[config.mk]
export PLATFORM = sky130hd
export DESIGN_NAME = burst_line_adaptor
export DESIGN_NICKNAME = d
export VERILOG_FILES = /design/src/rtl/burst_line_adaptor.sv
export SDC_FILE = /design/constraint.sdc
export NUM_CORES = 2
export LEC_CHECK = 0
export ABC_AREA = 1
export BUFFER_PORTS_ARGS = -buffer_cell sky130_fd_sc_hd__clkbuf_2
export CAP_MARGIN = 10
export CORE_ASPECT_RATIO = 0.8
export CORE_MARGIN = 2
export CORE_UTILIZATION = 56
export DETAILED_ROUTE_END_ITERATION = 7
export GPL_TIMING_DRIVEN = 0
export PLACE_DENSITY = 0.8
export SETUP_SLACK_MARGIN = 0.02
export SLEW_MARGIN = 20
export SYNTH_ARGS = -nofsm -noshare
export SYNTH_HDL_FRONTEND = slang
export SYNTH_SLANG_ARGS = --single-unit
[constraint.sdc]
create_clock -name clk -period 3 [get_ports clk]
set_input_delay 0.3 -clock clk [delete_from_list [all_inputs] [get_ports clk]]
set_output_delay 0.3 -clock clk [all_outputs]
set_load 0.01 [all_outputs]
[src/rtl/burst_line_adaptor.sv]
// Bridges one LLC line request to a sequence of memory bursts, with optional
// critical-word-first ordering for reads.
module burst_line_adaptor #(
   parameter int unsigned LINE_W     = 256,
   parameter int unsigned BURST_W    = 64,
   parameter int unsigned ADDR_W     = 32,
   parameter int unsigned CRIT_FIRST = 0
) (
   input  logic               clk,
   input  logic               reset_n,
   input  logic [LINE_W-1:0]  line_i,
   output logic [LINE_W-1:0]  line_o,
   input  logic [ADDR_W-1:0]  address_i,
   input  logic               read_i,
   input  logic               write_i,
   output logic               resp_o,
   output logic               busy_o,
   input  logic [BURST_W-1:0] burst_i,
   output logic [BURST_W-1:0] burst_o,
   output logic [ADDR_W-1:0]  address_o,
   output logic               read_o,
   output logic               write_o,
   input  logic               resp_i
);

   localparam int unsigned BEATS = LINE_W / BURST_W;
   localparam int unsigned OFS   = $clog2(BURST_W / 8);
   localparam int unsigned IDX   = $clog2(BEATS);

   localparam logic [ADDR_W-1:0] LINE_MASK = ~((ADDR_W'(1) << (OFS + IDX)) - ADDR_W'(1));
   localparam logic [ADDR_W-1:0] BEAT_MASK = ~((ADDR_W'(1) << OFS) - ADDR_W'(1));

   typedef enum logic [1:0] {StIdle, StRd, StWr, StDone} state_e;

   state_e             state_q, state_d;
   logic [ADDR_W-1:0]  addr_q, addr_d;
   logic [LINE_W-1:0]  wline_q, wline_d;
   logic [LINE_W-1:0]  rline_q, rline_d;
   logic [LINE_W-1:0]  line_q, line_d;
   logic [BURST_W-1:0] burst_q, burst_d;
   logic [IDX-1:0]     beat_q, beat_d;
   logic [IDX-1:0]     start_q, start_d;
   logic               read_q, read_d;
   logic               write_q, write_d;
   logic               resp_q, resp_d;

   logic [IDX-1:0]     slot;
   logic [IDX-1:0]     beat_nxt;
   logic               last_beat;

   // Read slot wraps naturally in IDX bits, giving critical-word-first ordering.
   assign slot      = start_q + beat_q;
   assign beat_nxt  = beat_q + IDX'(1);
   assign last_beat = (beat_q == IDX'(BEATS - 1));

   always_comb begin
      state_d = state_q;
      addr_d  = addr_q;
      wline_d = wline_q;
      rline_d = rline_q;
      line_d  = line_q;
      burst_d = burst_q;
      beat_d  = beat_q;
      start_d = start_q;
      read_d  = read_q;
      write_d = write_q;
      resp_d  = 1'b0;

      unique case (state_q)
         StIdle: begin
            beat_d = '0;
            if (read_i) begin
               state_d = StRd;
               read_d  = 1'b1;
               if (CRIT_FIRST != 0) begin
                  addr_d  = address_i & BEAT_MASK;
                  start_d = address_i[OFS +: IDX];
               end else begin
                  addr_d  = address_i & LINE_MASK;
                  start_d = '0;
               end
            end else if (write_i) begin
               state_d = StWr;
               write_d = 1'b1;
               addr_d  = address_i & LINE_MASK;
               start_d = '0;
               wline_d = line_i;
               burst_d = line_i[BURST_W-1:0];
            end
         end

         StRd: begin
            if (resp_i) begin
               rline_d[slot*BURST_W +: BURST_W] = burst_i;
               beat_d = beat_nxt;
               if (last_beat) begin
                  read_d  = 1'b0;
                  line_d  = rline_d;
                  resp_d  = 1'b1;
                  state_d = StDone;
               end
            end
         end

         StWr: begin
            if (resp_i) begin
               beat_d = beat_nxt;
               if (last_beat) begin
                  write_d = 1'b0;
                  burst_d = '0;
                  resp_d  = 1'b1;
                  state_d = StDone;
               end else begin
                  burst_d = wline_q[beat_nxt*BURST_W +: BURST_W];
               end
            end
         end

         StDone: begin
            state_d = StIdle;
         end

         default: begin
            state_d = StIdle;
         end
      endcase
   end

   always_ff @(posedge clk or negedge reset_n) begin
      if (!reset_n) begin
         state_q <= StIdle;
         addr_q  <= '0;
         wline_q <= '0;
         rline_q <= '0;
         line_q  <= '0;
         burst_q <= '0;
         beat_q  <= '0;
         start_q <= '0;
         read_q  <= 1'b0;
         write_q <= 1'b0;
         resp_q  <= 1'b0;
      end else begin
         state_q <= state_d;
         addr_q  <= addr_d;
         wline_q <= wline_d;
         rline_q <= rline_d;
         line_q  <= line_d;
         burst_q <= burst_d;
         beat_q  <= beat_d;
         start_q <= start_d;
         read_q  <= read_d;
         write_q <= write_d;
         resp_q  <= resp_d;
      end
   end

   assign line_o    = line_q;
   assign burst_o   = burst_q;
   assign address_o = addr_q;
   assign read_o    = read_q;
   assign write_o   = write_q;
   assign resp_o    = resp_q;
   assign busy_o    = (state_q != StIdle);

endmodule
Word level (Yosys, flattened, before mapping)
Index checks and enable logic that the tools add are counted.
{ "totals": {"ramBits": 0, "wordCells": 75, "mem_bits_ro": 0, "ff_bits": 873, "latchBits": 0, "n_memories": 0} }
{ "classes": {"n_addsub": 3, "bitwise": 1, "div_mod_pow": 0, "reduce_logical": 16, "n_mul": 0, "mux": 27, "n_lt_le_gt_ge": 0, "shifts": 3, "n_eq_ne": 14} }
{ "ops": {"columns": ["operator", "count"], "rows": [
  ["bitwise mux 256 bit", 1],
  ["2-to-1 mux 64 bit", 4],
  ["variable shift 64 x 34 -> 256 bit, first input constant", 1],
  ["indexed part select 256 x 9 -> 64 bit", 1],
  ["indexed part select 64 x 34 -> 256 bit", 1],
  ["one-hot mux 64 bit (2 select lines)", 1],
  ["2-to-1 mux 32 bit", 2],
  ["negation 8 -> 34 bit", 1],
  ["2-to-1 mux 2 bit", 7],
  ["!= test 2 bit, second input constant", 7],
  ["nonzero test 2 bit", 5],
  ["AND reduction 3 bit", 3],
  ["2-to-1 mux 1 bit", 8],
  ["AND reduction 4 bit", 2],
  ["equality test 2 bit, second input constant", 3],
  ["one-hot mux 2 bit (3 select lines)", 1],
  ["AND reduction 2 bit", 3],
  ["AND reduction 5 bit", 1],
  ["!= test 2 x 1 -> 1 bit, second input constant", 2],
  ["one-hot mux 1 bit (2 select lines)", 2],
  ["one-hot mux 2 bit (2 select lines)", 1],
  ["!= test 3 bit, second input constant", 1],
  ["adder 2 x 1 -> 2 bit, second input constant", 1],
  ["adder 2 bit", 1],
  ["other kinds (4)", 4]
]} }

Logic depth before layout (Yosys ltp)
{ "logic_depth": {"word_depth": 5, "mapped_depth": 12} }

Worst setup path after synthesis
OpenSTA, ideal clock, no wires.
{ "synth_timing": {"kind": "flip-flop to flip-flop", "startpoint": "register beat_q[0]", "endpoint": "register burst_q[10], in the netlist burst_o[10]", "stages_incl_launch_ff": 13, "setup_slack_ns": 0.676, "t_arrival_ns": 2.246, "synth_period_minus_slack_ns": 2.324, "path_cell_list": "dfrtp_1 buf_2 clkinv_1 buf_2 buf_2 ha_1 inv_2 buf_2 buf_1 nand3_1 nand2_1 nand2_1 a21oi_1"} }
{ "synth_via": {"elab_chain_cells": 5, "elab_cells_between_ends": 6, "cone_classes": "add/sub (1); eq/ne (1); shift (1); mux (3)"} }
{ "synth_lines": {"columns": ["element", "line", "text"], "rows": [
  ["from (decl)", "41", "logic [IDX-1:0] beat_q, beat_d;"],
  ["from (signal assigned)", "149", "beat_q <= beat_d;"],
  ["adder 2 x 1 -> 2 bit", "53", "assign beat_nxt = beat_q + IDX'(1);"],
  ["indexed part select 256 x 9 -> 64 bit", "114", "burst_d = wline_q[beat_nxt*BURST_W +: BURST_W];"],
  ["2-to-1 mux 64 bit *", "108", "if (last_beat) begin"],
  ["2-to-1 mux 64 bit *", "106", "if (resp_i) begin"],
  ["one-hot mux 64 bit (2 select lines) *", "69", "unique case (state_q)"],
  ["to (signal assigned)", "148", "burst_q <= burst_d;"],
  ["to (decl)", "40", "logic [BURST_W-1:0] burst_q, burst_d;"]
]} }
Every way passes the cells marked *; elsewhere a longest branch is shown, timed or not. The select of a mux whose other input is x is not followed.
A chain may end at the register's enable or synchronous reset.

Final worst setup path
{ "layout_timing": {"startpoint": "register beat_q[0]", "endpoint": "register burst_q[34], in the netlist burst_o[34]"} }
Same word-level chain as after synthesis.

==> flow_summary.yaml <==
logic_synthesis:
  yosysTopAreaCell: "dfrtp_1"
  synth_ff_type: "dfrtp_1"
  synthArstFlopShare_pct: 100
  yosys.area_share.simple_pct: 25.3
  postSynthCellCount: 5038
  ys_seq_area_share_pct: 55.6
  synthAdderAreaFrac_pct: 0.289
  syn_area_sq_mm: 0.0390
  synth_compound_area_share_pct: 10.0
  avgSynthCellArea_sq_um: 7.74
  yosys.cell_types.count: 26
  synthMuxAreaShare_pct: 0
  synth_area_leaders: "dfrtp_1 (56%), nand2_1 (20%), inv_1 (5.3%), a21oi_1 (4.1%), o21ai_0 (3.6%)"
  synth_top_family_by_area: "simple AND/OR/NAND/NOR gates"
  yosys.area_share.xor_xnor_pct: 0
  synth_edf_count: 0
  synth.cells.most_frequent: "nand2_1 (2025), dfrtp_1 (866), inv_1 (546)"
  synth_most_common_cell: "nand2_1"
  yosys_warnings: 0
  synth_top_area_share_pct: 55.6
  synth-seq-cells: 866
pwr:
  p_leak_nw: 27.3
  irDropWorstVdd_mv: 0.702
  power_density_mw_per_mm2: 1010
setup_path:
  slowest_delay_ns: 0.44
  regToRegSetupSlack_ns: 0.10
  cpMostUsedCell: "nand2_1"
  rr_endpoint: "burst_o[34]$_DFFE_PN0P_"
  cp_slowest_cell: "ha_2"
  start_kind: "flop"
  crit_chain: "buf_2 -> clkinv_2 -> buf_6 -> ha_2 -> clkbuf_4 -> clkbuf_2 -> nand3_1 -> nand2_1 -> nand2_1 -> a21oi_1"
  arrival_ns: 3.46
  rr_worst_depth: 10
  crit_required_ns: 3.56
  worst-path-max-fanout: 21
  worst-setup-path-type: "flop to flop"
  crit_buf_inv: 5
  crit_family: "buffers and inverters"
  r2r-start: "beat_q[0]$_DFFE_PN0P_"
  worst_setup_path_end_kind: "flop"
min_path:
  whs_path_depth: 3
  min_to: "wline_q[2]$_DFFE_PN0P_"
  worstHoldPathType: "input port to flop"
  min_from: "line_i[2]"
timing:
  whs_ns: 0.0309
  finClkSkew_ns: 0.0293
  tns_ns: 0
  min_period_ns: 2.90
  slew_headroom_pct: 23.6
  period_share_pct: 96.7
  setup_viol: 0
  fmax_mhz: 345
  finalMaxSlewViolations: 0
  tightest_slew_ns: 1.15
  final_hold_viol_count: 0
  rsz0062_at_grt: "false"
job:
  cap_violations: 0
clock_tree:
  cts_tree: "built"
  clk_latency_ns: 0.67
  cts_sinks: 866
  cts_buffer_depth: 3
  cts_made_buffers: 84
  cts_root_buf: "clkbuf_16"
  cts.clk_slew.worst_paths_ns: 0.07
  htree_levels: 3
routing:
  wl_mm: 147
  drt-met1-wl_mm: 56.4
  wl_per_cell_um: 20.5
  final_antenna_net_count: 0
  drc: 7
  via_per_inst: 5.70
  met2_length_mm: 63.1
  drtIter0Drc: 4734
  vias: 40800
  met3_wirelength_mm: 16.8
  drtPass1Iterations: 8
  highest_layer: "met5"
global_routing:
  grt-ovfl-total: 0
  track_usage_pct: 40.2
  grt_pass1_vias: 39400
  grt_pass1_wl_mm: 221
  antenna_found_initial: 39
  grt_max_degree: 87
place:
  port_buffers: 702
  dp_hpwl_mm: 98.2
  gp_congestion: 0.937
floorplanning:
  die_width_um: 299
  fp.coreArea_sq_mm: 0.0689
  die_area_sq_mm: 0.0717
  start_util_pct: 56.6
  die_h_um: 240
  ios: 713
  fp-row-count: 86
layout:
  n_fill_cell: 5002
  drive_gt1_share_pct: 16.7
  final_nets: 6500
  syn_to_final_growth_pct: 28.1
run_status:
  violations: "design-rule violations"
  run_status: "finished with violations"
[sequential cells by signal, indices dropped and copies added, names as in the netlist]
register and flops:
rline_q 256, address_o 27, burst_o 64, read_o 1
write_o 1, wline_q 256, line_o 256, state_q 2
resp_o 1, beat_q 2
[metrics by stage]
step                      cell area, sq um  instances  total power (W)  setup WS [ns]  utilization (%)
final                                49900       7158           0.0506          0.100             72.5
after global routing                 49900       7148           0.0533         0.0126             72.4
after CTS                            49800       7117           0.0492          0.130             72.3
after detailed placement             44000       6680           0.0378         -0.821             63.9
after global placement               43700       6668           0.0372         -19.20             63.4
after floorplan                      39000       5042           0.0305          0.676                -
[how the worst max path moves through the flow]
stage	slack [ns]	startpoint	cells past startpoint	to
global placement	-19.20	reset_n	1	address_o[21]$_DFFE_PN0P_
floorplan	0.68	beat_q[0]$_DFFE_PN0P_	12	burst_o[10]$_DFFE_PN0P_
detailed placement	-0.82	beat_q[0]$_DFFE_PN0P_	11	rline_q[196]$_DFFE_PN0P_
CTS	0.13	beat_q[0]$_DFFE_PN0P_	9	rline_q[107]$_DFFE_PN0P_
finish	0.10	beat_q[0]$_DFFE_PN0P_	10	burst_o[34]$_DFFE_PN0P_
global route	0.01	beat_q[0]$_DFFE_PN0P_	10	burst_o[34]$_DFFE_PN0P_
[placed cells by master (no fill, tap or decap), drive strengths merged, types with 6 or more instances in the layout]
cell type	instances
nand2	2027
clkbuf	991
dfrtp	866
inv	553
nor2	326
a21oi	322
o21ai	289
dlygate4sd3	285
nand3	194
buf	168
o22ai	129
diode	41
clkinv	14
ha	9
clkinvlp	6
[kinds of logic after synthesis]
group / count (synthesis)
AOI/OAI and AO/OA: 742
adders and majority gates: 9
buffers and inverters: 870
and+or+nand+nor: 2550
DFF: 866
other: 1
[cell type report]
class                   count  area [sq um]  share of cell area, %
flip-flops and latches    866         21700                   43.4
multi-input cells        3306         13900                   27.9
repair buffers           1007          6790                   13.6
clock buffers             120          2520                   5.05
inverters                 552          2070                   4.15
plain buffers             317          1420                   2.85
well taps                 924          1160                   2.32
clock inverters            25           248                  0.496
diodes                     41           103                  0.206
[power breakdown]
part           switching [W]  total, W  internal [W]
Clock                0.00470    0.0109       0.00617
Sequential           0.00242    0.0188        0.0164
Combinational         0.0142    0.0210       0.00674
[worst min-delay path, stage by stage]
cell and delay, ns:
clkbuf_2 0.12, inv_1 0.11, o21ai_0 0.11
[routing by layer]
layer	global-route usage, %	vias to the layer above
met4	24.3	4
met5	0.476	-
met3	11.4	783
li1	-	17800
met1	54.1	19400
met2	58.1	2873
[timing repair]
action	CTS	global route
setup endpoints to repair	577	160
gates resized for setup	38	17
endpoints found under the hold margin	337	0
pin swaps	2	0
hold buffers	285	0
buffers inserted	8	0
(Power assumes the default switching activity.)
